**src/rtl/cc_lane_speed_ticker.sv**
```systemverilog
// cc_lane_speed_ticker: per-lane programmable period counters emitting one-cycle active-low ticks
module cc_lane_speed_ticker #(
  parameter int DATAWIDTH      = 23,
  parameter int LANES          = 4,
  parameter int ADDRWIDTH      = 2,
  parameter int DEFAULT_PERIOD = 8480,
  parameter int MIN_PERIOD     = 16,
  parameter int LEVELWIDTH     = 4,
  parameter int LEVEL_STEP     = 256
) (
  input  logic                  CC_SPEEDTICKER_CLOCK_50,
  input  logic                  CC_SPEEDTICKER_RESET_InHigh,
  input  logic                  CC_SPEEDTICKER_pause_InHigh,
  input  logic [LEVELWIDTH-1:0] CC_SPEEDTICKER_level_InBUS,
  input  logic                  CC_SPEEDTICKER_wr_InHigh,
  input  logic [ADDRWIDTH-1:0]  CC_SPEEDTICKER_addr_InBUS,
  input  logic [DATAWIDTH-1:0]  CC_SPEEDTICKER_data_InBUS,
  output logic [LANES-1:0]      CC_SPEEDTICKER_tick_OutLow
);
  localparam int EW = DATAWIDTH + LEVELWIDTH;
  localparam logic [DATAWIDTH-1:0] MIN_D = DATAWIDTH'(MIN_PERIOD);
  localparam logic [EW-1:0] MIN_E = EW'(MIN_PERIOD);
  logic [DATAWIDTH-1:0] cnt_q [LANES];
  logic [DATAWIDTH-1:0] cnt_d [LANES];
  logic [DATAWIDTH-1:0] per_q [LANES];
  logic [DATAWIDTH-1:0] per_d [LANES];
  logic [EW-1:0]        diff  [LANES];
  logic [EW-1:0]        eff   [LANES];
  logic [EW-1:0]        step;
  logic [DATAWIDTH-1:0] wdata;
  logic [LANES-1:0]     tick_q, tick_d, hit, term;
  // Effective period with level speed-up at widened precision, then wrap/write/pause decisions per lane
  always_comb begin
    step   = EW'(CC_SPEEDTICKER_level_InBUS) * EW'(LEVEL_STEP);
    wdata  = CC_SPEEDTICKER_data_InBUS < MIN_D ? MIN_D : CC_SPEEDTICKER_data_InBUS;
    hit    = '0;
    term   = '0;
    tick_d = '1;
    diff   = '{default: '0};
    eff    = '{default: '0};
    cnt_d  = cnt_q;
    per_d  = per_q;
    for (int i = 0; i < LANES; i++) begin
      diff[i]   = EW'(per_q[i]) > step ? EW'(per_q[i]) - step : '0;
      eff[i]    = diff[i] < MIN_E ? MIN_E : diff[i];
      term[i]   = EW'(cnt_q[i]) >= eff[i] - EW'(1);
      hit[i]    = CC_SPEEDTICKER_wr_InHigh && CC_SPEEDTICKER_addr_InBUS == ADDRWIDTH'(i);
      per_d[i]  = hit[i] ? wdata : per_q[i];
      cnt_d[i]  = hit[i] || (!CC_SPEEDTICKER_pause_InHigh && term[i]) ? '0 :
                  CC_SPEEDTICKER_pause_InHigh ? cnt_q[i] : cnt_q[i] + DATAWIDTH'(1);
      tick_d[i] = hit[i] || CC_SPEEDTICKER_pause_InHigh || !term[i];
    end
  end
  // State registers; reset restores default periods and parks ticks high
  always_ff @(posedge CC_SPEEDTICKER_CLOCK_50) begin
    if (CC_SPEEDTICKER_RESET_InHigh) begin
      cnt_q  <= '{default: '0};
      per_q  <= '{default: DATAWIDTH'(DEFAULT_PERIOD)};
      tick_q <= '1;
    end else begin
      cnt_q  <= cnt_d;
      per_q  <= per_d;
      tick_q <= tick_d;
    end
  end
  assign CC_SPEEDTICKER_tick_OutLow = tick_q;
endmodule

```
**config.mk**
```make
export PLATFORM = sky130hd
export DESIGN_NAME = cc_lane_speed_ticker
export DESIGN_NICKNAME = d
export VERILOG_FILES = /design/src/rtl/cc_lane_speed_ticker.sv
export SDC_FILE = /design/constraint.sdc
export NUM_CORES = 1
export LEC_CHECK = 0
export CORE_ASPECT_RATIO = 1.75
export CORE_MARGIN = 2
export CORE_UTILIZATION = 45
export CTS_BUF_LIST = sky130_fd_sc_hd__clkbuf_4 sky130_fd_sc_hd__clkbuf_8 sky130_fd_sc_hd__clkbuf_16
export DETAILED_ROUTE_END_ITERATION = 10
export PLACE_DENSITY_LB_ADDON = 0.08
export SLEW_MARGIN = 20
export SYNTH_ARGS = -nofsm -noshare
export SYNTH_HDL_FRONTEND = slang
export SYNTH_SLANG_ARGS = --single-unit
export TNS_END_PERCENT = 10
```
**constraint.sdc**
```tcl
create_clock -name CC_SPEEDTICKER_CLOCK_50 -period 20.5 [get_ports CC_SPEEDTICKER_CLOCK_50]
set_input_delay 4.1 -clock CC_SPEEDTICKER_CLOCK_50 [delete_from_list [all_inputs] [get_ports CC_SPEEDTICKER_CLOCK_50]]
set_output_delay 4.1 -clock CC_SPEEDTICKER_CLOCK_50 [all_outputs]
set_load 0.01 [all_outputs]
```
== Word-level counts from Yosys, hierarchy flattened ==
Index checks and enable logic that the tools add are counted.
Cells by class
  equal/unequal tests: 3
  add/subtract/negate cells: 12
  reductions and logical operators: 30
  mux-type cells: 9
  order comparisons: 13
Operators with widths (number)
  27-bit two-way mux: 8
  23-bit by 27-bit greater-or-equal comparator with 1-bit output: 4
  27-bit by 5-bit less-than comparator with 1-bit output (second input constant): 4
  27-bit by 1-bit subtractor with 27-bit output (second input constant): 4
  23-bit by 12-bit subtractor with 24-bit output: 4
  23-bit by 1-bit adder with 23-bit output (second input constant): 4
  23-bit by 12-bit > comparator with 1-bit output: 4
  23-bit by 5-bit less-than comparator with 1-bit output (second input constant): 1
  23-bit two-way mux: 1
  1-bit logical OR: 12
  1-bit logical AND: 8
  2-bit OR reduction: 4
  1-bit zero test: 5
  2-bit equality test (second input constant): 2
  2-bit by 1-bit equality test with 1-bit output (second input constant): 1
  2-bit zero test: 1
Storage, ports and cells
  logic and storage cells: 76
  register bits after elaboration: 188
  output and inout port bits: 4
  input bits: 33

== Logic depth before layout (Yosys ltp) ==
Gate-level depths: netlist of the first run.
  word-level depth: 9
  depth in mapped cells: 29
  gate-level depth less buffers: 27

== Worst setup path after synthesis of the first run ==
Ideal clock, no wire load.
  path kind: input to register
  start: in CC_SPEEDTICKER_level_InBUS[0]
  end: reg cnt_q[0] (netlist bit)
  arrival: 9.462 ns
  path buffers: 3
  library setup time: 0.128 ns
  required time: 20.372 ns
  setup slack: 10.911 ns
  cell stages on the path: 24
  cells stage by stage: ha_1 fa_1 nand2b_1 a21oi_1 nor2_1 xor2_1 nor4_2 a21oi_1 buf_2 nand2_1 ha_1 buf_1 nand2_1 nor4_1 a31oi_1 or3b_1 ha_1 o2111a_1 nand4_1 a21oi_1 a211oi_1 a31oi_1 clkbuf_1 nor2_1
Between the ends
  word-level cells in the longest chain between the ends: 9
  elaborated cells on any way between the ends: 10
  classes of those cells: add/sub (2); order compare (3); mux (2); reduce/logical (3)
RTL lines
  start: declaration: line 14  | input logic [LEVELWIDTH-1:0] CC_SPEEDTICKER_level_InBUS,
  23-bit by 12-bit subtractor with 24-bit output or 23-bit by 12-bit > comparator with 1-bit output (tied branches): line 44  | diff[i] = EW'(per_q[i]) > step ? EW'(per_q[i]) - step : '0;
  27-bit two-way mux (*): line 44
  27-bit by 5-bit less-than comparator with 1-bit output: line 45  | eff[i] = diff[i] < MIN_E ? MIN_E : diff[i];
  27-bit two-way mux (*): line 45
  27-bit by 1-bit subtractor with 27-bit output (*): line 46  | term[i] = EW'(cnt_q[i]) >= eff[i] - EW'(1);
  23-bit by 27-bit greater-or-equal comparator with 1-bit output (*): line 46
  1-bit logical AND (*): line 49  | cnt_d[i] = hit[i] || (!CC_SPEEDTICKER_pause_InHigh && term[i]) ? '0 :
  1-bit logical OR (*): line 49
  2-bit OR reduction (no source line) (*)
  end signal: assignment: line 61  | cnt_q <= cnt_d;
  end: declaration: line 23  | logic [DATAWIDTH-1:0] cnt_q [LANES];
Every way passes the cells marked *; elsewhere a longest branch is shown, timed or not.
A chain may end at the register's enable or synchronous reset.

== Worst setup path after layout of the first run ==
  start: in CC_SPEEDTICKER_level_InBUS[1]
  end: reg cnt_q[67] (netlist bit)
The elaborated chain is that of the path after synthesis.

==> summary.json, run 1 <==
{
  "run_status": {"value": "finished clean"},
  "critical_path_buf_inv_count": {"value": 3},
  "clock-root-buffer": {"value": "clkbuf_16"},
  "place.port_buffers": {"value": 36},
  "grt_setup_unrepaired": {"value": "false"},
  "internal_power": {"value": 0.620, "unit": "mW"},
  "rows": {"value": 85},
  "ys_types": {"value": 85},
  "stdcell_area": {"value": 0.0151, "unit": "sq mm"},
  "worst_r2r_startpoint": {"value": "per_q[8]"},
  "worst_r2r_path_depth": {"value": 25},
  "gp_routability_congestion": {"value": 0.921},
  "worst-path-max-fanout": {"value": 23},
  "min_from": {"value": "per_q[31]"},
  "finalSetupViolCount": {"value": 0},
  "syn-num-nets": {"value": 1860},
  "drv_slew": {"value": 0},
  "numCtsBuffers": {"value": 17},
  "antenna_cells_inserted": {"value": 0},
  "deepest_clock_path_buffer_count": {"value": 2},
  "layout-area-overhead-vs-synth": {"value": 9.06, "unit": "%"},
  "chipWidth": {"value": 137, "unit": "microns"},
  "tritoncts": {"value": "built"},
  "worst-endpoint-arrival": {"value": 11.36, "unit": "ns"},
  "period_share": {"value": 0.535},
  "timing.critical_path.from_type": {"value": "input pin"},
  "dr_total_vias": {"value": 12500},
  "antenna_found_initial": {"value": 0},
  "violation_count_after_the_first_detailed_route_iteration": {"value": 731},
  "yosys-top-cells-area": {"value": "dfxtp_1, ha_1, xor2_1"},
  "detail_route.wl_per_cell": {"value": 19.3, "unit": "microns"},
  "synthesis.instances": {"value": 1707},
  "die_h": {"value": 236, "unit": "microns"},
  "synthDominantCellAreaShare": {"value": 0.272},
  "leakagePower": {"value": 6.17, "unit": "nW"},
  "post-cts-setup-buffers": {"value": 0},
  "clk_pin_slew": {"value": 0.07, "unit": "ns"},
  "ir_worst_vdd": {"value": 0.0680, "unit": "mV"},
  "grt_overflow_total": {"value": 0},
  "critical_path_class": {"value": "in -> reg"},
  "largest_net_degree_at_the_start_of_global_routing": {"value": 29},
  "postSynth.topFlopCell": {"value": "dfxtp_1"},
  "post_place_instance_area": {"value": 0.0145, "unit": "sq mm"},
  "p_sw_frac": {"value": 0.305},
  "gr-usage-all-layers": {"value": 0.256},
  "worst_ep_required_time": {"value": 20.90, "unit": "ns"},
  "share_clk_of_total_power": {"value": 0.382},
  "ys.warnings.count": {"value": 0},
  "p_switching": {"value": 0.272, "unit": "mW"},
  "tightest_slew": {"value": 0.997, "unit": "ns"},
  "synth-edff-count": {"value": 0},
  "cts-htree-levels": {"value": 4},
  "reg2reg_setup_slack": {"value": 13.58, "unit": "ns"},
  "hold_violations": {"value": 0},
  "first_pass_grt_wire_length": {"value": 64700, "unit": "microns"},
  "route.detailed.drc": {"value": 0},
  "async_flop_share": {"value": 0},
  "start_util": {"value": 0.454},
  "holdCritPathClass": {"value": "reg -> reg"},
  "slew-limit-headroom": {"value": 0.335},
  "floorplan.io_pins": {"value": 37},
  "path_common_cell": {"value": "ha_1"},
  "whs_path_depth": {"value": 2},
  "first_global_vias": {"value": 12100},
  "detailedRoute.firstPassIterationCount": {"value": 5},
  "nets": {"value": 1849},
  "syn-cell-area": {"value": 0.0139, "unit": "sq mm"},
  "final.fill_count": {"value": 3016},
  "worst_path_dominant_cell_family": {"value": "compound AO/OA/AOI/OAI gates"},
  "final_layout_size_suffix_gt1_frac": {"value": 0.0515},
  "worst_path_largest_cell_delay": {"value": 0.81, "unit": "ns"},
  "synth_sequential_area_ratio": {"value": 0.272},
  "clock_sinks": {"value": 188},
  "drt-total-wl": {"value": 40500, "unit": "microns"},
  "floorplan.die_area": {"value": 0.0323, "unit": "sq mm"},
  "synth.ff_latch_count": {"value": 188},
  "worstSetupEndpointType": {"value": "flip-flop"},
  "detail_route.vias_per_cell": {"value": 5.97},
  "number_of_max_cap_violations": {"value": 0},
  "syn_area_per_cell": {"value": 8.12, "unit": "sq um"},
  "fin_skew": {"value": 0.0113, "unit": "ns"},
  "setup_tns": {"value": 0, "unit": "ns"},
  "comb_power_share": {"value": 0.187},
  "worst_path_max_delay_cell": {"value": "clkdlybuf4s50_1"},
  "design.core.area": {"value": 0.0305, "unit": "sq mm"},
  "worst_skew_pair.late_latency": {"value": 0.46, "unit": "ns"},
  "postCtsResizedCells": {"value": 0},
  "dp_hpwl": {"value": 31100, "unit": "microns"},
  "cts_hold_buf": {"value": 0},
  "hold_end": {"value": "per_q[31]"},
  "p_seq_frac": {"value": 0.432},
  "achievable-frequency": {"value": 91.2, "unit": "MHz"},
  "drt.antenna.violating_nets": {"value": 0},
  "cellPowerDensity": {"value": 59.1, "unit": "mW/mm^2"},
  "worstReg2RegEnd": {"value": "cnt_q[13]"},
  "period_needed": {"value": 10.96, "unit": "ns"},
  "dominant_cell_type_by_area_after_synthesis": {"value": "dfxtp_1"}
}
## cell type report
class                      instances  area (sq um)  share of cell area
sequential                       188          3760               0.249
multi-input combinational       1405          9680               0.641
timing repair buffer              49           458              0.0303
clock inverter                    11           109             0.00720
inverter                          35           131             0.00869
clock buffer                      21           480              0.0318
tap                              391           489              0.0324
## cells in the mapped netlist, types with 5 or more instances
cell and count:
a2111oi_0 6, a211oi_1 21, a21o_1 40, a21oi_1 57
a22o_1 57, a311oi_1 5, a31o_2 5, a31oi_1 18
and2_1 20, and3_1 44, and4_1 12, and4b_1 6
clkbuf_1 69, dfxtp_1 188, ha_1 116, inv_1 35
mux2i_1 12, nand2_1 147, nand2b_1 23, nand3_1 75
nand4_1 36, nand4b_1 10, nor2_1 134, nor2b_1 26
nor3_1 97, nor4_1 27, nor4b_1 8, o211ai_1 15
o21a_1 17, o21ai_0 57, o21ai_1 6, o22a_1 8
o31a_1 6, o31ai_1 12, or2_2 18, or3_1 13
or4_1 16, xnor2_1 62, xor2_1 96
## power groups by stage
| stage | clock, mW | combinational, mW | sequential [mW] |
|---|---|---|---|
| after global placement | 0 | 0.163 | 0.393 |
| after detailed placement | 0 | 0.165 | 0.393 |
| after global routing | 0.363 | 0.186 | 0.387 |
| after floorplan | 0 | 0.119 | 0.388 |
| after CTS | 0.348 | 0.166 | 0.385 |
| final | 0.341 | 0.167 | 0.385 |
## cells by family after synthesis
| logic type | Yosys count | share of synthesized area |
|---|---|---|
| multiplexers | 13 | 0.00948 |
| XOR/XNOR | 158 | 0.0999 |
| buffers and inverters | 114 | 0.0326 |
| AND/OR/NAND/NOR | 728 | 0.275 |
| adder cells (fa/ha/maj) | 120 | 0.111 |
| AO/OA/AOI/OAI | 386 | 0.201 |
| flip-flops | 188 | 0.272 |
## registers in the layout, indices dropped and copies added (netlist names)
name                        flops
per_q                          92
CC_SPEEDTICKER_tick_OutLow      4
cnt_q                          92
## worst reg2reg max path, cell delays in order (launching register included)
cell      delay (ns)
dfxtp_1         0.30
inv_1           0.06
ha_1            0.20
fa_1            0.39
nand2b_1        0.18
a21oi_1         0.61
nor2_1          0.14
xor2_1          0.25
nor4_2          0.64
a21oi_1         0.15
buf_4           0.22
nand2_1         0.10
ha_1            0.36
nand2_1         0.23
a21oi_1         0.46
nand4_1         0.15
a21o_1          0.22
ha_1            0.29
a21o_1          0.16
a21o_1          0.16
a21o_1          0.17
a211oi_1        0.20
o21ai_0         0.17
a211oi_1        0.48
a31oi_4         0.36
nor2_1          0.19
## worst max path at each step
stage          cells after the start                          start        end
2_1_floorplan                     24  CC_SPEEDTICKER_level_InBUS[0]   cnt_q[0]
3_3_place_gp                      23  CC_SPEEDTICKER_level_InBUS[0]   cnt_q[0]
3_5_place_dp                      23  CC_SPEEDTICKER_level_InBUS[0]  cnt_q[15]
4_1_cts                           23  CC_SPEEDTICKER_level_InBUS[0]  cnt_q[13]
5_1_grt                           25  CC_SPEEDTICKER_level_InBUS[0]  cnt_q[14]
6_report                          25  CC_SPEEDTICKER_level_InBUS[1]  cnt_q[67]
## layer usage
layer	global-route usage	vias up	wire [microns]
met2	0.453	257	20800
li1	-	6300	-
met1	0.284	5891	16200
met5	0	-	0
met4	0.147	0	2220
met3	0.0387	93	1280
## layout by cell type (no fill, tap or decap), types with 26 or more instances in the layout
cell type / Yosys / layout
nand2_1: 147 / 147
a21oi_1: 57 / 56
nor4_1: 27 / 26
dfxtp_1: 188 / 188
nand3_1: 75 / 75
xnor2_1: 62 / 62
a22o_1: 57 / 57
and3_1: 44 / 44
nor3_1: 97 / 97
o21ai_0: 57 / 56
inv_1: 35 / 35
a21o_1: 40 / 40
ha_1: 116 / 116
clkdlybuf4s50_1: 0 / 36
xor2_1: 96 / 96
nand4_1: 36 / 36
nor2_1: 134 / 134
nor2b_1: 26 / 26
## metrics by stage
step / total power, mW / worst slack (ns) / hold slack, ns / util / instances
2_1_floorplan: 0.507 / 10.91 / 0.433 / - / 1707
3_3_place_gp: 0.556 / 8.82 / 0.451 / 0.475 / 2068
3_5_place_dp: 0.558 / 8.81 / 0.461 / 0.475 / 2068
4_1_cts: 0.899 / 9.30 / 0.472 / 0.495 / 2100
5_1_grt: 0.935 / 9.01 / 0.478 / 0.495 / 2100
6_report: 0.892 / 9.54 / 0.467 / 0.495 / 2100
(Power assumes the default switching activity.)
==> run 2: changes to the inputs <==
Clock period 20.5 ns to 9.6 ns, I/O delays scaled along.
==> run 2 against run 1 <==
Net effect:
- combinational power rose by 110%
- clock-buffer cell count shrank 3
- final cell count is 0.48% higher
- first-iteration DRC count rose by 7.1%
- cell area is 0.35% higher
- register-to-register slack worse by 11 ns
- total power up 110%
- flip-flop and latch count did not move
- critical path type unchanged
- largest cell class unchanged
- largest power group unchanged
- highest routed layer is now met5
==> summary.json, run 2 (synthesized netlist as in run 1, its figures left out) <==
{
  "period_share": {"value": 0.872},
  "rows": {"value": 85},
  "timing.critical_path.from_type": {"value": "input pin"},
  "grt_setup_unrepaired": {"value": "false"},
  "detail_route.vias_per_cell": {"value": 5.96},
  "hold_violations": {"value": 0},
  "detail_route.wl_per_cell": {"value": 18.8, "unit": "microns"},
  "place.port_buffers": {"value": 36},
  "worst_ep_required_time": {"value": 10.00, "unit": "ns"},
  "layout.cells.most_common": {"value": "dfxtp_1"},
  "postCtsResizedCells": {"value": 0},
  "die_h": {"value": 236, "unit": "microns"},
  "period_needed": {"value": 8.37, "unit": "ns"},
  "start_util": {"value": 0.454},
  "post-cts-setup-buffers": {"value": 0},
  "layout-area-overhead-vs-synth": {"value": 9.44, "unit": "%"},
  "deepest_clock_path_buffer_count": {"value": 2},
  "clock-root-buffer": {"value": "clkbuf_16"},
  "fin_skew": {"value": 0.00965, "unit": "ns"},
  "gr-usage-all-layers": {"value": 0.251},
  "tritoncts": {"value": "built"},
  "leakagePower": {"value": 6.21, "unit": "nW"},
  "antenna_found_initial": {"value": 1},
  "chipWidth": {"value": 137, "unit": "microns"},
  "ir_worst_vdd": {"value": 0.135, "unit": "mV"},
  "first_pass_grt_wire_length": {"value": 64200, "unit": "microns"},
  "first_global_vias": {"value": 12300},
  "final_layout_size_suffix_gt1_frac": {"value": 0.0570},
  "instances_no_fill": {"value": 2110},
  "cts_hold_buf": {"value": 0},
  "path_common_cell": {"value": "ha_1"},
  "floorplan.die_area": {"value": 0.0323, "unit": "sq mm"},
  "violation_count_after_the_first_detailed_route_iteration": {"value": 783},
  "drt-total-wl": {"value": 39600, "unit": "microns"},
  "slew-limit-headroom": {"value": 0.275},
  "cts-htree-levels": {"value": 4},
  "nets": {"value": 1858},
  "worst_path_max_delay_cell": {"value": "nor4b_1"},
  "drt.antenna.violating_nets": {"value": 0},
  "clock_sinks": {"value": 188},
  "numCtsBuffers": {"value": 17},
  "mostFrequentLayoutCells": {"value": "dfxtp_1, nand2_1, nor2_1, ha_1, nor3_1"},
  "worst-endpoint-arrival": {"value": 8.77, "unit": "ns"},
  "tightest_slew": {"value": 1.09, "unit": "ns"},
  "floorplan.io_pins": {"value": 37},
  "achievable-frequency": {"value": 120, "unit": "MHz"},
  "largest_net_degree_at_the_start_of_global_routing": {"value": 29},
  "drv_slew": {"value": 0},
  "holdCritPathClass": {"value": "reg -> reg"},
  "grt_overflow_total": {"value": 0},
  "worst_skew_pair.late_latency": {"value": 0.47, "unit": "ns"},
  "critical_path_class": {"value": "in -> reg"},
  "route.detailed.drc": {"value": 0},
  "dr_total_vias": {"value": 12600},
  "cellPowerDensity": {"value": 126, "unit": "mW/mm^2"},
  "finalSetupViolCount": {"value": 0},
  "clk_pin_slew": {"value": 0.07, "unit": "ns"},
  "detailedRoute.firstPassIterationCount": {"value": 5},
  "design.core.area": {"value": 0.0305, "unit": "sq mm"},
  "run_status": {"value": "finished clean"},
  "dp_hpwl": {"value": 30300, "unit": "microns"},
  "place_inst": {"value": 2077},
  "worst-path-max-fanout": {"value": 23},
  "setup_tns": {"value": 0, "unit": "ns"},
  "hold_ws": {"value": 0.462, "unit": "ns"},
  "number_of_max_cap_violations": {"value": 0},
  "gp_routability_congestion": {"value": 0.893},
  "worstSetupEndpointType": {"value": "flip-flop"},
  "worst_path_largest_cell_delay": {"value": 0.62, "unit": "ns"}
}
-- run 2: final cells by class --
type,instances,area (sq um)
multi-input combinational,1405,9670
tap,391,489
sequential,188,3760
inverter,35,131
fill,2971,15400
clock inverter,14,143
antenna,1,2.50
timing repair buffer,58,526
clock buffer,18,439
-- run 2: metal layers --
layer	GRT usage	wire [microns]	vias up
met4	0.164	2520	2
met1	0.282	16300	5912
met2	0.436	19900	216
met3	0.0297	952	111
met5	0	13	-
li1	-	-	6329
-- run 2: worst paths after layout --
kind	slack, ns	endpoint	from	cells after the start
worst max register to register	3.05	cnt_q[55]	per_q[58]	22
worst max-delay path	1.23	cnt_q[55]	CC_SPEEDTICKER_level_InBUS[0]	25
worst min register to register	0.46	per_q[77]	per_q[77]	2
worst min-delay path	0.46	per_q[77]	per_q[77]	2
-- run 2: where the power goes --
part	switching [mW]	leakage, nW	total [mW]	internal [mW]
registers	0.0252	1.52	0.822	0.796
logic	0.215	4.40	0.356	0.141
clock network	0.374	0.289	0.729	0.355
total	0.614	6.21	1.91	1.29
-- run 2: per-stage QoR --
| stage | util | instance area [sq um] | setup WS [ns] | power (mW) |
|---|---|---|---|---|
| 5_1_grt | 0.497 | 15200 | 0.544 | 1.99 |
| 4_1_cts | 0.497 | 15200 | 1.28 | 1.92 |
| 3_3_place_gp | 0.477 | 14600 | 0.923 | 1.19 |
| 6_report | 0.497 | 15200 | 1.23 | 1.91 |
| 3_5_place_dp | 0.477 | 14600 | 0.822 | 1.19 |
| 2_1_floorplan | - | 13900 | 2.19 | 1.08 |
-- run 2: worst max-delay path: cells and delay by family --
kind            cells  cell delay [ns]
simple gates       10             2.74
compound gates      8             1.75
fa+ha+maj           4             1.30
buf+inv             2             0.83
xor+xnor            1             0.20
==> run 3: changes to the inputs <==
Settings changed: CORE_ASPECT_RATIO 1.75 to 2, CORE_MARGIN 2 to not set.
==> run 3 against run 2 <==
Net effect:
- clock-buffer cell count unchanged
- non-clock buffer count increased by 1
- worst setup slack improved by 0.043 ns
- clock power decreased by 2.9%
- via count increased by 0.66%
- critical path type unchanged
- cell area decreased by 0.23%
- die area decreased by 2.3%
- combinational power about the same
- worst hold slack improved by 0.0066 ns
- register-to-register slack improved by 0.08 ns
- final cell count decreased by 1.1%
- routed wire length increased by 1.5%
==> summary.json, run 3 (synthesized netlist as in run 1, its figures left out) <==
{
  "seqCellArea": {"value": 0.00376, "unit": "sq mm"},
  "die_h": {"value": 250, "unit": "microns"},
  "clk_pin_slew": {"value": 0.08, "unit": "ns"},
  "gp_routability_congestion": {"value": 0.917},
  "worst_ep_required_time": {"value": 10.00, "unit": "ns"},
  "setup_tns": {"value": 0, "unit": "ns"},
  "first_global_vias": {"value": 12100},
  "detail_route.vias_per_cell": {"value": 6.06},
  "cts-htree-levels": {"value": 4},
  "timing.critical_path.from_type": {"value": "input pin"},
  "worst-path-max-fanout": {"value": 23},
  "numCtsBuffers": {"value": 17},
  "period_needed": {"value": 8.32, "unit": "ns"},
  "detailedRoute.firstPassIterationCount": {"value": 6},
  "slew-limit-headroom": {"value": 0.300},
  "deepest_clock_path_buffer_count": {"value": 2},
  "cts_hold_buf": {"value": 0},
  "route.met3.wl": {"value": 1040, "unit": "microns"},
  "postCtsResizedCells": {"value": 0},
  "final.fill_count": {"value": 2977},
  "drv_slew": {"value": 0},
  "drt.antenna.violating_nets": {"value": 0},
  "dr_total_vias": {"value": 12700},
  "post-cts-setup-buffers": {"value": 0},
  "worstSetupEndpointType": {"value": "flip-flop"},
  "violation_count_after_the_first_detailed_route_iteration": {"value": 698},
  "place_inst": {"value": 2055},
  "start_util": {"value": 0.459},
  "gr-usage-all-layers": {"value": 0.258},
  "clock_sinks": {"value": 188},
  "design.core.area": {"value": 0.0302, "unit": "sq mm"},
  "floorplan.die_area": {"value": 0.0315, "unit": "sq mm"},
  "floorplan.io_pins": {"value": 37},
  "finalSetupViolCount": {"value": 0},
  "top_layer": {"value": "met4"},
  "dp_hpwl": {"value": 31400, "unit": "microns"},
  "critical_path_class": {"value": "in -> reg"},
  "worst-endpoint-arrival": {"value": 8.72, "unit": "ns"},
  "period_share": {"value": 0.867},
  "cellPowerDensity": {"value": 125, "unit": "mW/mm^2"},
  "p_switching": {"value": 0.601, "unit": "mW"},
  "fin_skew": {"value": 0.0118, "unit": "ns"},
  "instances_no_fill": {"value": 2087},
  "number_of_max_cap_violations": {"value": 0},
  "p_seq_frac": {"value": 0.436},
  "layout-area-overhead-vs-synth": {"value": 9.18, "unit": "%"},
  "tightest_slew": {"value": 1.05, "unit": "ns"},
  "p_sw_frac": {"value": 0.319},
  "run_status": {"value": "finished clean"},
  "detail_route.wl_per_cell": {"value": 19.3, "unit": "microns"},
  "tritoncts": {"value": "built"},
  "antenna_found_initial": {"value": 0},
  "clock-root-buffer": {"value": "clkbuf_16"},
  "place.port_buffers": {"value": 36},
  "chipWidth": {"value": 126, "unit": "microns"},
  "worst_skew_pair.late_latency": {"value": 0.46, "unit": "ns"},
  "hold_violations": {"value": 0},
  "multiInputGateArea": {"value": 0.00967, "unit": "sq mm"},
  "leakagePower": {"value": 6.19, "unit": "nW"},
  "met2_wirelength": {"value": 21400, "unit": "microns"},
  "largest_net_degree_at_the_start_of_global_routing": {"value": 29},
  "final_layout_size_suffix_gt1_frac": {"value": 0.0576},
  "antenna_cells_inserted": {"value": 0},
  "comb_power_share": {"value": 0.189},
  "hold_ws": {"value": 0.469, "unit": "ns"},
  "wirelength_met1": {"value": 15400, "unit": "microns"},
  "internal_power": {"value": 1.28, "unit": "mW"},
  "layout.cells.most_common": {"value": "dfxtp_1"},
  "first_pass_grt_wire_length": {"value": 64100, "unit": "microns"},
  "drt-total-wl": {"value": 40200, "unit": "microns"},
  "rows": {"value": 90},
  "holdCritPathClass": {"value": "reg -> reg"},
  "route.detailed.drc": {"value": 0},
  "achievable-frequency": {"value": 120, "unit": "MHz"},
  "nets": {"value": 1859},
  "share_clk_of_total_power": {"value": 0.376},
  "mostFrequentLayoutCells": {"value": "dfxtp_1, nand2_1, nor2_1, ha_1, nor3_1"},
  "p_total": {"value": 1.89, "unit": "mW"},
  "ir_worst_vdd": {"value": 0.134, "unit": "mV"},
  "fin_util": {"value": 0.501},
  "grt_overflow_total": {"value": 0},
  "grt_setup_unrepaired": {"value": "false"}
}
## run 3: cell types whose count changed in the layout (fill, tap and decap cells not counted)
| cell | before | now |
|---|---|---|
| clkinvlp_4 | 0 | 5 |
| buf_4 | 22 | 23 |
| diode_2 | 1 | 0 |
| clkinv_4 | 2 | 3 |
| inv_6 | 6 | 2 |
| inv_8 | 5 | 3 |
## run 3: critical path, cell delays in order
cell	delay (ns)
clkdlybuf4s50_1	0.62
ha_1	0.35
fa_1	0.40
nand2b_1	0.18
a21oi_1	0.63
xor2_1	0.31
and3_1	0.25
o2111a_1	0.42
a21oi_1	0.20
nand2_1	0.13
ha_1	0.14
buf_4	0.15
nand2_1	0.14
a21oi_1	0.40
nand4_1	0.14
a21o_1	0.21
ha_1	0.29
a21o_1	0.16
a21o_1	0.17
a21o_1	0.17
a211oi_1	0.23
o21ai_0	0.14
a211oi_1	0.44
a31oi_2	0.14
buf_4	0.23
nor2_1	0.12
## run 3: worst paths after layout
| path | endpoint | cells after the start | from | slack (ns) |
|---|---|---|---|---|
| worst min register to register | per_q[54] | 2 | per_q[54] | 0.47 |
| worst max-delay path | cnt_q[14] | 26 | CC_SPEEDTICKER_level_InBUS[0] | 1.28 |
| worst max register to register | cnt_q[14] | 26 | per_q[8] | 3.13 |
| worst min-delay path | per_q[54] | 2 | per_q[54] | 0.47 |
## run 3: metrics by stage
stage | cell area [sq um] | worst slack [ns]
2_1_floorplan | 13900 | 2.19
3_3_place_gp | 14600 | 0.849
3_5_place_dp | 14600 | 0.834
4_1_cts | 15100 | 1.28
5_1_grt | 15100 | 0.826
6_report | 15100 | 1.28
## run 3: area by class of cell
cell class                 instances  share of cell area
multi-input combinational       1405               0.639
sequential                       188               0.249
timing repair buffer              59              0.0352
tap                              368              0.0304
clock buffer                      18              0.0290
clock inverter                    14             0.00868
inverter                          35             0.00868
## run 3: power by group through the flow
stage                     clock, mW  sequential, mW  combinational, mW
after CTS                     0.728           0.821              0.357
after floorplan                   0           0.829              0.254
after global placement            0           0.839              0.350
final                         0.708           0.822              0.356
after detailed placement          0           0.839              0.354
after global routing          0.755           0.825              0.395
## run 3: metal layers
metal / vias up / track usage
met2: 251 / 0.490
met3: 92 / 0.0293
li1: 6325 / -
met5: - / 0
met1: 5985 / 0.265
met4: 0 / 0.161
